**src/rtl/mem_port_b_streamer_pkg.sv**
```systemverilog
// Shared types and sizing helpers for the RAM port-B streamer.
package mem_port_b_streamer_pkg;

    typedef enum logic [1:0] {
        ST_IDLE,
        ST_RUN,
        ST_DRAIN
    } stream_state_t;

    localparam int C_FIFO_DEPTH_DEF = 2;
    localparam int C_FIFO_DEPTH_MIN = 2;

    // Occupancy counter must represent 0..depth inclusive.
    function automatic int fifo_cnt_w(input int depth);
        return $clog2(depth + 1);
    endfunction

endpackage

```
**src/rtl/mem_port_b_streamer_if.sv**
```systemverilog
// RAM port-B read bus plus the outgoing valid/ready byte stream.
interface mem_port_b_streamer_if #(
    parameter int G_ADDR_WIDTH = 10,
    parameter int G_DATA_WIDTH = 8
);
    logic [G_ADDR_WIDTH-1:0] mem_adr;
    logic                    mem_rd;
    logic [G_DATA_WIDTH-1:0] mem_dat;
    logic                    tvalid;
    logic                    tready;
    logic [G_DATA_WIDTH-1:0] tdata;
    logic                    tlast;

    modport master (
        output mem_adr, mem_rd, tvalid, tdata, tlast,
        input  mem_dat, tready
    );

    modport slave (
        input  mem_adr, mem_rd, tvalid, tdata, tlast,
        output mem_dat, tready
    );
endinterface

```
**src/rtl/mem_port_b_fifo.sv**
```systemverilog
// Show-ahead FIFO; head entry is driven straight from storage flops.
module mem_port_b_fifo
    import mem_port_b_streamer_pkg::*;
#(
    parameter int G_WIDTH = 9,
    parameter int G_DEPTH = C_FIFO_DEPTH_DEF
) (
    input  logic                             clk,
    input  logic                             rst,
    input  logic                             push,
    input  logic [G_WIDTH-1:0]               push_data,
    input  logic                             pop,
    output logic [G_WIDTH-1:0]               pop_data,
    output logic [fifo_cnt_w(G_DEPTH)-1:0]   count,
    output logic                             empty,
    output logic                             full
);
    localparam int PTR_W = $clog2(G_DEPTH);
    localparam int CNT_W = fifo_cnt_w(G_DEPTH);

    logic [G_WIDTH-1:0] mem_q [G_DEPTH];
    logic [PTR_W-1:0]   wr_ptr_q;
    logic [PTR_W-1:0]   rd_ptr_q;
    logic [CNT_W-1:0]   count_q;
    logic               do_pop;

    assign do_pop   = pop && !empty;
    assign empty    = (count_q == '0);
    assign full     = (count_q == CNT_W'(G_DEPTH));
    assign count    = count_q;
    assign pop_data = mem_q[rd_ptr_q];

    always_ff @(posedge clk) begin
        if (rst) begin
            wr_ptr_q <= '0;
            rd_ptr_q <= '0;
            count_q  <= '0;
            for (int i = 0; i < G_DEPTH; i++) mem_q[i] <= '0;
        end else begin
            if (push) begin
                mem_q[wr_ptr_q] <= push_data;
                wr_ptr_q        <= wr_ptr_q + PTR_W'(1);
            end
            if (do_pop) rd_ptr_q <= rd_ptr_q + PTR_W'(1);
            count_q <= count_q + CNT_W'(push) - CNT_W'(do_pop);
        end
    end

endmodule

```
**src/rtl/mem_port_b_streamer.sv**
```systemverilog
// Reads a programmed RAM window on port B and emits it as a byte stream,
// one-shot or looping, with credit-based issue so the output FIFO never overflows.
module mem_port_b_streamer
    import mem_port_b_streamer_pkg::*;
#(
    parameter int G_ADDR_WIDTH = 10,
    parameter int G_DATA_WIDTH = 8,
    parameter int G_FIFO_DEPTH = C_FIFO_DEPTH_DEF
) (
    input  logic                    aclk,
    input  logic                    areset,
    input  logic                    start_i,
    input  logic                    stop_i,
    input  logic [G_ADDR_WIDTH-1:0] base_i,
    input  logic [G_ADDR_WIDTH:0]   len_i,
    input  logic                    loop_i,
    output logic                    busy_o,
    output logic                    done_o,
    mem_port_b_streamer_if.master   bus
);
    localparam int LEN_W = G_ADDR_WIDTH + 1;
    localparam int CNT_W = fifo_cnt_w(G_FIFO_DEPTH);
    localparam logic [LEN_W-1:0] LEN_ONE = LEN_W'(1);

    stream_state_t           state_q, state_d;
    logic [LEN_W-1:0]        idx_q, idx_d;
    logic [G_ADDR_WIDTH-1:0] base_q;
    logic [LEN_W-1:0]        len_q;
    logic                    loop_q;
    logic                    zero_done_q;
    logic                    vld_p1;
    logic                    last_p1;

    logic                    accept_run, accept_zero;
    logic                    issue, is_last, pop, drained, credit_ok;
    logic [CNT_W-1:0]        fifo_count;
    logic                    fifo_empty, fifo_full;
    logic [G_DATA_WIDTH:0]   fifo_dout;
    logic [CNT_W:0]          occ_after;

    assign accept_run  = (state_q == ST_IDLE) && start_i && (len_i != '0);
    assign accept_zero = (state_q == ST_IDLE) && start_i && (len_i == '0);
    assign is_last     = (idx_q == len_q - LEN_ONE);
    assign pop         = bus.tvalid && bus.tready;

    // Words committed after this cycle: buffered + in flight - popped.
    assign occ_after = {1'b0, fifo_count} + (CNT_W+1)'(vld_p1) - (CNT_W+1)'(pop);
    assign credit_ok = (occ_after < (CNT_W+1)'(G_FIFO_DEPTH));
    assign issue     = (state_q == ST_RUN) && credit_ok;
    assign drained   = (state_q == ST_DRAIN) && fifo_empty && !vld_p1;

    assign bus.mem_rd  = issue;
    assign bus.mem_adr = base_q + idx_q[G_ADDR_WIDTH-1:0];
    assign bus.tvalid  = !fifo_empty;
    assign bus.tdata   = fifo_dout[G_DATA_WIDTH-1:0];
    assign bus.tlast   = fifo_dout[G_DATA_WIDTH];
    assign done_o      = drained || zero_done_q;
    assign busy_o      = (state_q != ST_IDLE) && !drained;

    always_comb begin
        state_d = state_q;
        idx_d   = idx_q;
        case (state_q)
            ST_IDLE: begin
                if (accept_run) begin
                    state_d = ST_RUN;
                    idx_d   = '0;
                end
            end
            ST_RUN: begin
                if (issue) begin
                    if (!is_last)   idx_d = idx_q + LEN_ONE;
                    else if (loop_q) idx_d = '0;
                    else             state_d = ST_DRAIN;
                end
                if (stop_i) state_d = ST_DRAIN;
            end
            ST_DRAIN: begin
                if (drained) state_d = ST_IDLE;
            end
            default: state_d = ST_IDLE;
        endcase
    end

    always_ff @(posedge aclk) begin
        if (areset) begin
            state_q     <= ST_IDLE;
            idx_q       <= '0;
            base_q      <= '0;
            len_q       <= '0;
            loop_q      <= 1'b0;
            zero_done_q <= 1'b0;
            vld_p1      <= 1'b0;
        end else begin
            state_q     <= state_d;
            idx_q       <= idx_d;
            zero_done_q <= accept_zero;
            vld_p1      <= issue;
            if (accept_run) begin
                base_q <= base_i;
                len_q  <= len_i;
                loop_q <= loop_i;
            end
        end
    end

    // p1: RAM data returns; last tag follows its read.
    always_ff @(posedge aclk) begin
        last_p1 <= is_last;
    end

    mem_port_b_fifo #(
        .G_WIDTH (G_DATA_WIDTH + 1),
        .G_DEPTH (G_FIFO_DEPTH)
    ) u_fifo (
        .clk       (aclk),
        .rst       (areset),
        .push      (vld_p1 && !fifo_full),
        .push_data ({last_p1, bus.mem_dat}),
        .pop       (pop),
        .pop_data  (fifo_dout),
        .count     (fifo_count),
        .empty     (fifo_empty),
        .full      (fifo_full)
    );

endmodule

```
**src/flat_wrapper.sv**
```systemverilog
// flat-port wrapper written by rule: the top's interface ports become plain ports
module mem_port_b_streamer_flat import mem_port_b_streamer_pkg::*;
#(
    parameter int G_ADDR_WIDTH = 10,
    parameter int G_DATA_WIDTH = 8,
    parameter int G_FIFO_DEPTH = C_FIFO_DEPTH_DEF
)
  (aclk, areset, start_i, stop_i, base_i, len_i, loop_i, busy_o, done_o, bus_mem_adr, bus_mem_rd, bus_tvalid, bus_tdata, bus_tlast, bus_mem_dat, bus_tready);
  mem_port_b_streamer_if #(.G_ADDR_WIDTH(G_ADDR_WIDTH), .G_DATA_WIDTH(G_DATA_WIDTH)) bus_i ();
  input  logic aclk;
  input  logic areset;
  input  logic start_i;
  input  logic stop_i;
  input  logic [G_ADDR_WIDTH-1:0] base_i;
  input  logic [G_ADDR_WIDTH:0] len_i;
  input  logic loop_i;
  output logic busy_o;
  output logic done_o;
  output wire logic [$bits(bus_i.mem_adr)-1:0] bus_mem_adr;
  output wire logic [$bits(bus_i.mem_rd)-1:0] bus_mem_rd;
  output wire logic [$bits(bus_i.tvalid)-1:0] bus_tvalid;
  output wire logic [$bits(bus_i.tdata)-1:0] bus_tdata;
  output wire logic [$bits(bus_i.tlast)-1:0] bus_tlast;
  input wire logic [$bits(bus_i.mem_dat)-1:0] bus_mem_dat;
  input wire logic [$bits(bus_i.tready)-1:0] bus_tready;
  assign bus_mem_adr = bus_i.mem_adr;
  assign bus_mem_rd = bus_i.mem_rd;
  assign bus_tvalid = bus_i.tvalid;
  assign bus_tdata = bus_i.tdata;
  assign bus_tlast = bus_i.tlast;
  assign bus_i.mem_dat = bus_mem_dat;
  assign bus_i.tready = bus_tready;
  mem_port_b_streamer #(.G_ADDR_WIDTH(G_ADDR_WIDTH), .G_DATA_WIDTH(G_DATA_WIDTH), .G_FIFO_DEPTH(G_FIFO_DEPTH)) u_core (.aclk(aclk), .areset(areset), .start_i(start_i), .stop_i(stop_i), .base_i(base_i), .len_i(len_i), .loop_i(loop_i), .busy_o(busy_o), .done_o(done_o), .bus(bus_i));
endmodule
```
**config.mk**
```make
export PLATFORM = sky130hd
export DESIGN_NAME = mem_port_b_streamer_flat
export DESIGN_NICKNAME = d
export VERILOG_FILES = /design/src/rtl/mem_port_b_streamer_pkg.sv /design/src/rtl/mem_port_b_streamer_if.sv /design/src/rtl/mem_port_b_fifo.sv /design/src/rtl/mem_port_b_streamer.sv /design/src/flat_wrapper.sv
export SDC_FILE = /design/constraint.sdc
export NUM_CORES = 1
export LEC_CHECK = 0
export ABC_AREA = 1
export BUFFER_PORTS_ARGS = -buffer_cell sky130_fd_sc_hd__buf_2
export CAP_MARGIN = 20
export CORE_ASPECT_RATIO = 0.75
export CORE_MARGIN = 5
export CORE_UTILIZATION = 55
export DETAILED_ROUTE_END_ITERATION = 12
export HOLD_SLACK_MARGIN = 0.05
export PLACE_DENSITY = 0.78
export SETUP_SLACK_MARGIN = 0.3
export SYNTH_ARGS = -nofsm -noshare
export SYNTH_HDL_FRONTEND = slang
export SYNTH_SLANG_ARGS = --single-unit
```
**constraint.sdc**
```tcl
create_clock -name aclk -period 4.8 [get_ports aclk]
set_input_delay 0.96 -clock aclk [delete_from_list [all_inputs] [get_ports aclk]]
set_output_delay 0.96 -clock aclk [all_outputs]
set_load 0.005 [all_outputs]
```
Word level (Yosys, flattened, before mapping)
Memory sizes are Yosys's and may differ from the RTL's. A register that Yosys moved wholly into a read port is not among the register bits.
Cells that the tools add are included.
W data, S select, Z words.

storage, ports and cells
  input bits = 35
  register bits after elaboration = 42
  memories = 1
  logic and storage cells = 79
  output and inout port bits = 23
  RAM bits = 18

memory list
  memory               depth  width  rd ports  clocked after memory_dff  wr ports  line                   source
  u_core.u_fifo.mem_q  2      9      1         1                         2         mem_port_b_fifo.sv:21  logic [G_WIDTH-1:0] mem_q [G_DEPTH];

operators by class
  eq/ne operators = 11
  add/subtract/negate cells = 9
  reduce and logical (&&, ||, !) cells = 24
  order comparisons = 1
  muxes and demuxes = 22

operators by type and width
  kind                     count
  $mux W11                 4
  $pmux W11 S2             1
  $mux W2                  6
  $add A11 B1 Y11 const B  1
  $eq A11 B11 Y1           1
  $logic_not A11 Y1        1
  $reduce_bool A11 Y1      1
  $sub A11 B1 Y11 const B  1
  $add A10 B10 Y10         1
  $logic_and A1 B1 Y1      10
  $mux W1                  9
  $mux W9                  1
  $reduce_or A9 Y1         1
  $ne A3 B2 Y1 const B     2
  $ne A3 B3 Y1 const B     2
  $pmux W2 S3              1
  $reduce_and A5 Y1        1
  $eq A2 B2 Y1 const B     2
  $logic_not A1 Y1         4
  $logic_not A2 Y1         2
  $ne A2 B1 Y1 const B     2
  $reduce_and A4 Y1        1
  $reduce_bool A2 Y1       2
  $add A2 B1 Y3            1
  other kinds (8)          9

Logic depth before layout (Yosys ltp)
  word-level depth = 9
  gate-level depth with buffers = 16

By module
A second synthesis with hierarchy kept.

unflattened totals
  cells, all modules = 497
  area total of the unflattened synthesis = 3691.0 um^2

modules (own cells, without submodules)
  module               cells an instance  area an instance (um^2)  seq. area each (um^2)  instances
  mem_port_b_streamer  403                2642.5                   760.7                  1
  mem_port_b_fifo      94                 1048.5                   640.6                  1

Worst setup path before layout
No wires, ideal clock.

  path type = in2out
  start = in bus_tready
  end = out bus_mem_rd
  cell stages on the path = 9
  path slack = 1416 ps
  arrival time = 2424 ps
  buffers on the path = 0
  cells stage by stage = nand2_1 > inv_1 > ha_1 > or2_2 > fa_1 > nand2_1 > nor2_1 > nand2_1 > inv_1

on the way
  longest elaborated chain between the ends = 4

ends and longest elaborated chain
  element              line                       source
  start: declaration   flat_wrapper.sv:25         input wire logic [$bits(bus_i.tready)-1:0] bus_tready;
  $logic_and A1 B1 Y1  mem_port_b_streamer.sv:44  assign pop = bus.tvalid && bus.tready;
  $sub A3 B1 Y3        mem_port_b_streamer.sv:47  assign occ_after = {1'b0, fifo_count} + (CNT_W+1)'(vld_p1) - (CNT_W+1)'(pop);
  $lt A3 B2 Y1         mem_port_b_streamer.sv:48  assign credit_ok = (occ_after < (CNT_W+1)'(G_FIFO_DEPTH));
  $logic_and A1 B1 Y1  mem_port_b_streamer.sv:49  assign issue = (state_q == ST_RUN) && credit_ok;
  end: declaration     flat_wrapper.sv:20         output wire logic [$bits(bus_i.mem_rd)-1:0] bus_mem_rd;

No other way between the ends.

Worst setup path after layout
Ends and elaborated chain as after synthesis.

==> run_results.csv <==
group,metric,value,unit
power_and_ir_drop,p_int,1370,uW
route,wire_per_inst,14.0,um
sta,finalClockSkew,0.0105,ns
clocking,cts_root_buf,"clkbuf_8",
die,die_x,104,um
layout,area_delta_synth_final,14.6,%
layout,final_common_cell,"nor2_1",
power_and_ir_drop,swShare,41.9,%
layout,nNetsFinal,594,
layout,diodes,0,
yosys,yosysSeqAreaShare,38.4,%
sta,rsz0062_at_grt,"no",
yosys,synthArstFlopShare,0,%
grt,grt_pass1_wl,14.6,mm
sta,tightest_slew,0.980,ns
die,rows,25,
die,die_area,8380,um^2
route,vias,3349,
sta,slew_headroom,34.4,%
critical_path,r2r_start,"u_core.u_fifo.count[1]",
yosys,yosys_register_bits,61,
critical_path,rr_worst_depth,14,
grt,grt_max_degree,35,
power_and_ir_drop,p_seq_share,33.4,%
critical_path,cp_data_required_time,3.84,ns
sta,tns,0,ns
layout,finalNonFillerCells,629,
hold_path,hold_depth,1,
sta,finalCriticalPeriod,3.73,ns
critical_path,arrival,2.77,ns
grt,grt-ovfl-total,0,
yosys,synthMuxAreaShare,2.78,%
layout,fillers,554,
route,antenna_left,0,
yosys,synthSimpleGateAreaFrac,28.9,%
yosys,syn_area,3650,um^2
run_status,status,"complete, no violations",
yosys,syn_avg_cell_area,7.46,um^2
grt,antenna_found_initial,0,
critical_path,critical_path_class,"in -> out",
clocking,htreeDepth,3,
power_and_ir_drop,powerDensity,563,nW/um^2
yosys,synth_top_family_by_area,"simple AND/OR/NAND/NOR gates",
yosys,ys.flop_type,"dfxtp_1",
yosys,synth_cells,489,
yosys,ys_types,31,
yosys,synth_compound_area_share,10.3,%
yosys,synth_edf_count,18,
layout,layout_common_cells,"nor2_1, nand2_1, inv_1, buf_2, dfxtp_1",
clocking,clk_path_buf_depth,2,
power_and_ir_drop,clkPwrFrac,20.9,%
place,placed_cells,613,
die,die_h,80.5,um
die,start_util,57.2,%
hold_path,min_path_type,"reg -> reg",
power_and_ir_drop,combPwrFrac,45.7,%
route,drt_iter0_drc,237,
yosys,ys_warn_count,0,
sta,finalMaxSlewViolations,0,
route,drcViolationCount,0,
route,drt_pre_antenna_iters,4,
clocking,clock_latency,0.35,ns
route,vias_per_cell,5.32,
yosys,synth_fa_ha_area_share,5.90,%
die,io_pins,58,
power_and_ir_drop,power.leakage,0.00205,uW
critical_path,critPathLaunchType,"input port",
route,routed_wl,8.78,mm
sta,min_period_over_period,77.7,%
grt,grt_pass1_vias,3215,
hold_path,min_to,"u_core.u_fifo.rd_ptr_q",
clocking,clkTransAtPathRegs,0.06,ns
yosys,syn_nets,540,
grt,grtUsageMet1,28.7,%
run,drv_cap,0,
layout,drive_gt1_share,18.4,%
sta,final-setup-viol-count,0,
critical_path,cp-end-kind,"output port",
grt,track_usage,21.7,%
clocking,post_cts_buffers,0,
clocking,numCtsBuffers,9,
grt,grt_use_met3,6.51,%
hold_path,min_from,"u_core.u_fifo.rd_ptr_q",
clocking,cts_resized,0,
die,coreArea,6380,um^2
place,gp_congestion,0.875,
clocking,cts_tree,"yes",
place,dp_hpwl,6.52,mm
power_and_ir_drop,p_sw,985,uW
critical_path,worstPathMaxFanout,5,
critical_path,rrSetupSlack,1.49,ns
grt,grt_use_met2,33.8,%
yosys,synth-xor-area-share,5.28,%
sta,finalHoldViolCount,0,
sta,fmax,268,MHz
clocking,cts.sinks,61,
critical_path,reg2reg_to,"u_core.idx_q[0]",
place,io_buffers,57,
grt,grt.busiest_layer,"met2",
power_and_ir_drop,ir_drop,0.000362,V
clocking,cts_hold_buf,0,
[area by class of cell]
type	count	area [um^2]	share of cell area, %
Timing Repair Buffer	59	300	7.18
Inverter	62	233	5.57
Multi-Input combinational cell	350	1940	46.4
Tap cell	81	101	2.42
Clock inverter	6	77.6	1.86
Clock buffer	10	128	3.05
Sequential cell	61	1400	33.5
[worst max-delay path by stage]
stage,cells after the start,endpoint,startpoint
global placement,11,bus_mem_rd,bus_tready
floorplan,9,bus_mem_rd,bus_tready
global route,10,bus_mem_adr[8],u_core.idx_q[0]
CTS,11,bus_mem_rd,bus_tready
detailed placement,11,bus_mem_rd,bus_tready
finish,11,bus_mem_rd,bus_tready
[power by group through the flow]
stage	Clock (uW)	Sequential, uW	Combinational [uW]
2_1_floorplan	0	739	813
3_3_place_gp	0	788	1020
3_5_place_dp	0	793	1060
4_1_cts	498	782	1070
5_1_grt	528	801	1220
6_report	492	786	1080
[critical path, stage by stage]
cell and delay [ns]:
buf_2 0.09, nand2_1 0.05, inv_1 0.08, ha_1 0.28
or2_2 0.30, fa_1 0.48, nand2_1 0.06, nor2_1 0.13
nand2_1 0.12, inv_1 0.09, buf_2 0.11
[sequential cells by signal (all words and copies together) (netlist names), named ones only]
| name | count |
|---|---|
| u_core.len_q | 11 |
| u_core.u_fifo.mem_q | 18 |
| u_core.idx_q | 11 |
| u_core.state_q | 2 |
| u_core.u_fifo.count | 2 |
| u_core.zero_done_q | 1 |
| u_core.vld_p1 | 1 |
| u_core.base_q | 10 |
| u_core.last_p1 | 1 |
| u_core.loop_q | 1 |
| u_core.u_fifo.wr_ptr_q | 1 |
| u_core.u_fifo.rd_ptr_q | 1 |
[synthesized netlist by cell type, types with 4 or more instances]
cell / number / area share, %
a21oi_1: 34 / 4.7
buf_2: 5 / 0.69
clkbuf_1: 10 / 1.0
dfxtp_1: 43 / 24
edfxtp_1: 18 / 15
ha_1: 14 / 4.8
inv_1: 62 / 6.4
mux2_2: 9 / 2.8
nand2_1: 75 / 7.7
nand3_1: 36 / 4.9
nand3_2: 10 / 2.7
nand4_1: 5 / 0.86
nor2_1: 82 / 8.4
nor2_2: 4 / 0.69
nor3_1: 7 / 0.96
nor4_1: 4 / 0.69
o21ai_0: 32 / 4.4
xnor2_1: 7 / 1.7
xor2_1: 15 / 3.6
[layer usage]
metal  part of all wire (%)  wire length, um
met1                     49             4320
met3                    5.6              491
met5                      0                0
met4                    1.2              108
met2                     44             3860
[cells by family (layout without fill, tap and decap cells)]
kind of cell	Yosys count	after routing
compound gates	72	72
xor+xnor	22	22
fa+ha+maj	16	16
buf+inv	78	137
flops	61	61
mux	9	9
simple gates	231	231
[through the flow]
step	instance area (um^2)	total power (uW)	util, %	setup WS (ns)	hold WS, ns
floorplan	3650	1550	-	1.42	0.426
global placement	3980	1810	62.3	1.09	0.448
detailed placement	3980	1850	62.3	1.07	0.450
CTS	4180	2350	65.5	1.08	0.459
global route	4180	2550	65.5	0.899	0.497
finish	4180	2350	65.5	1.07	0.459
Power figures use the tool's default switching activity.
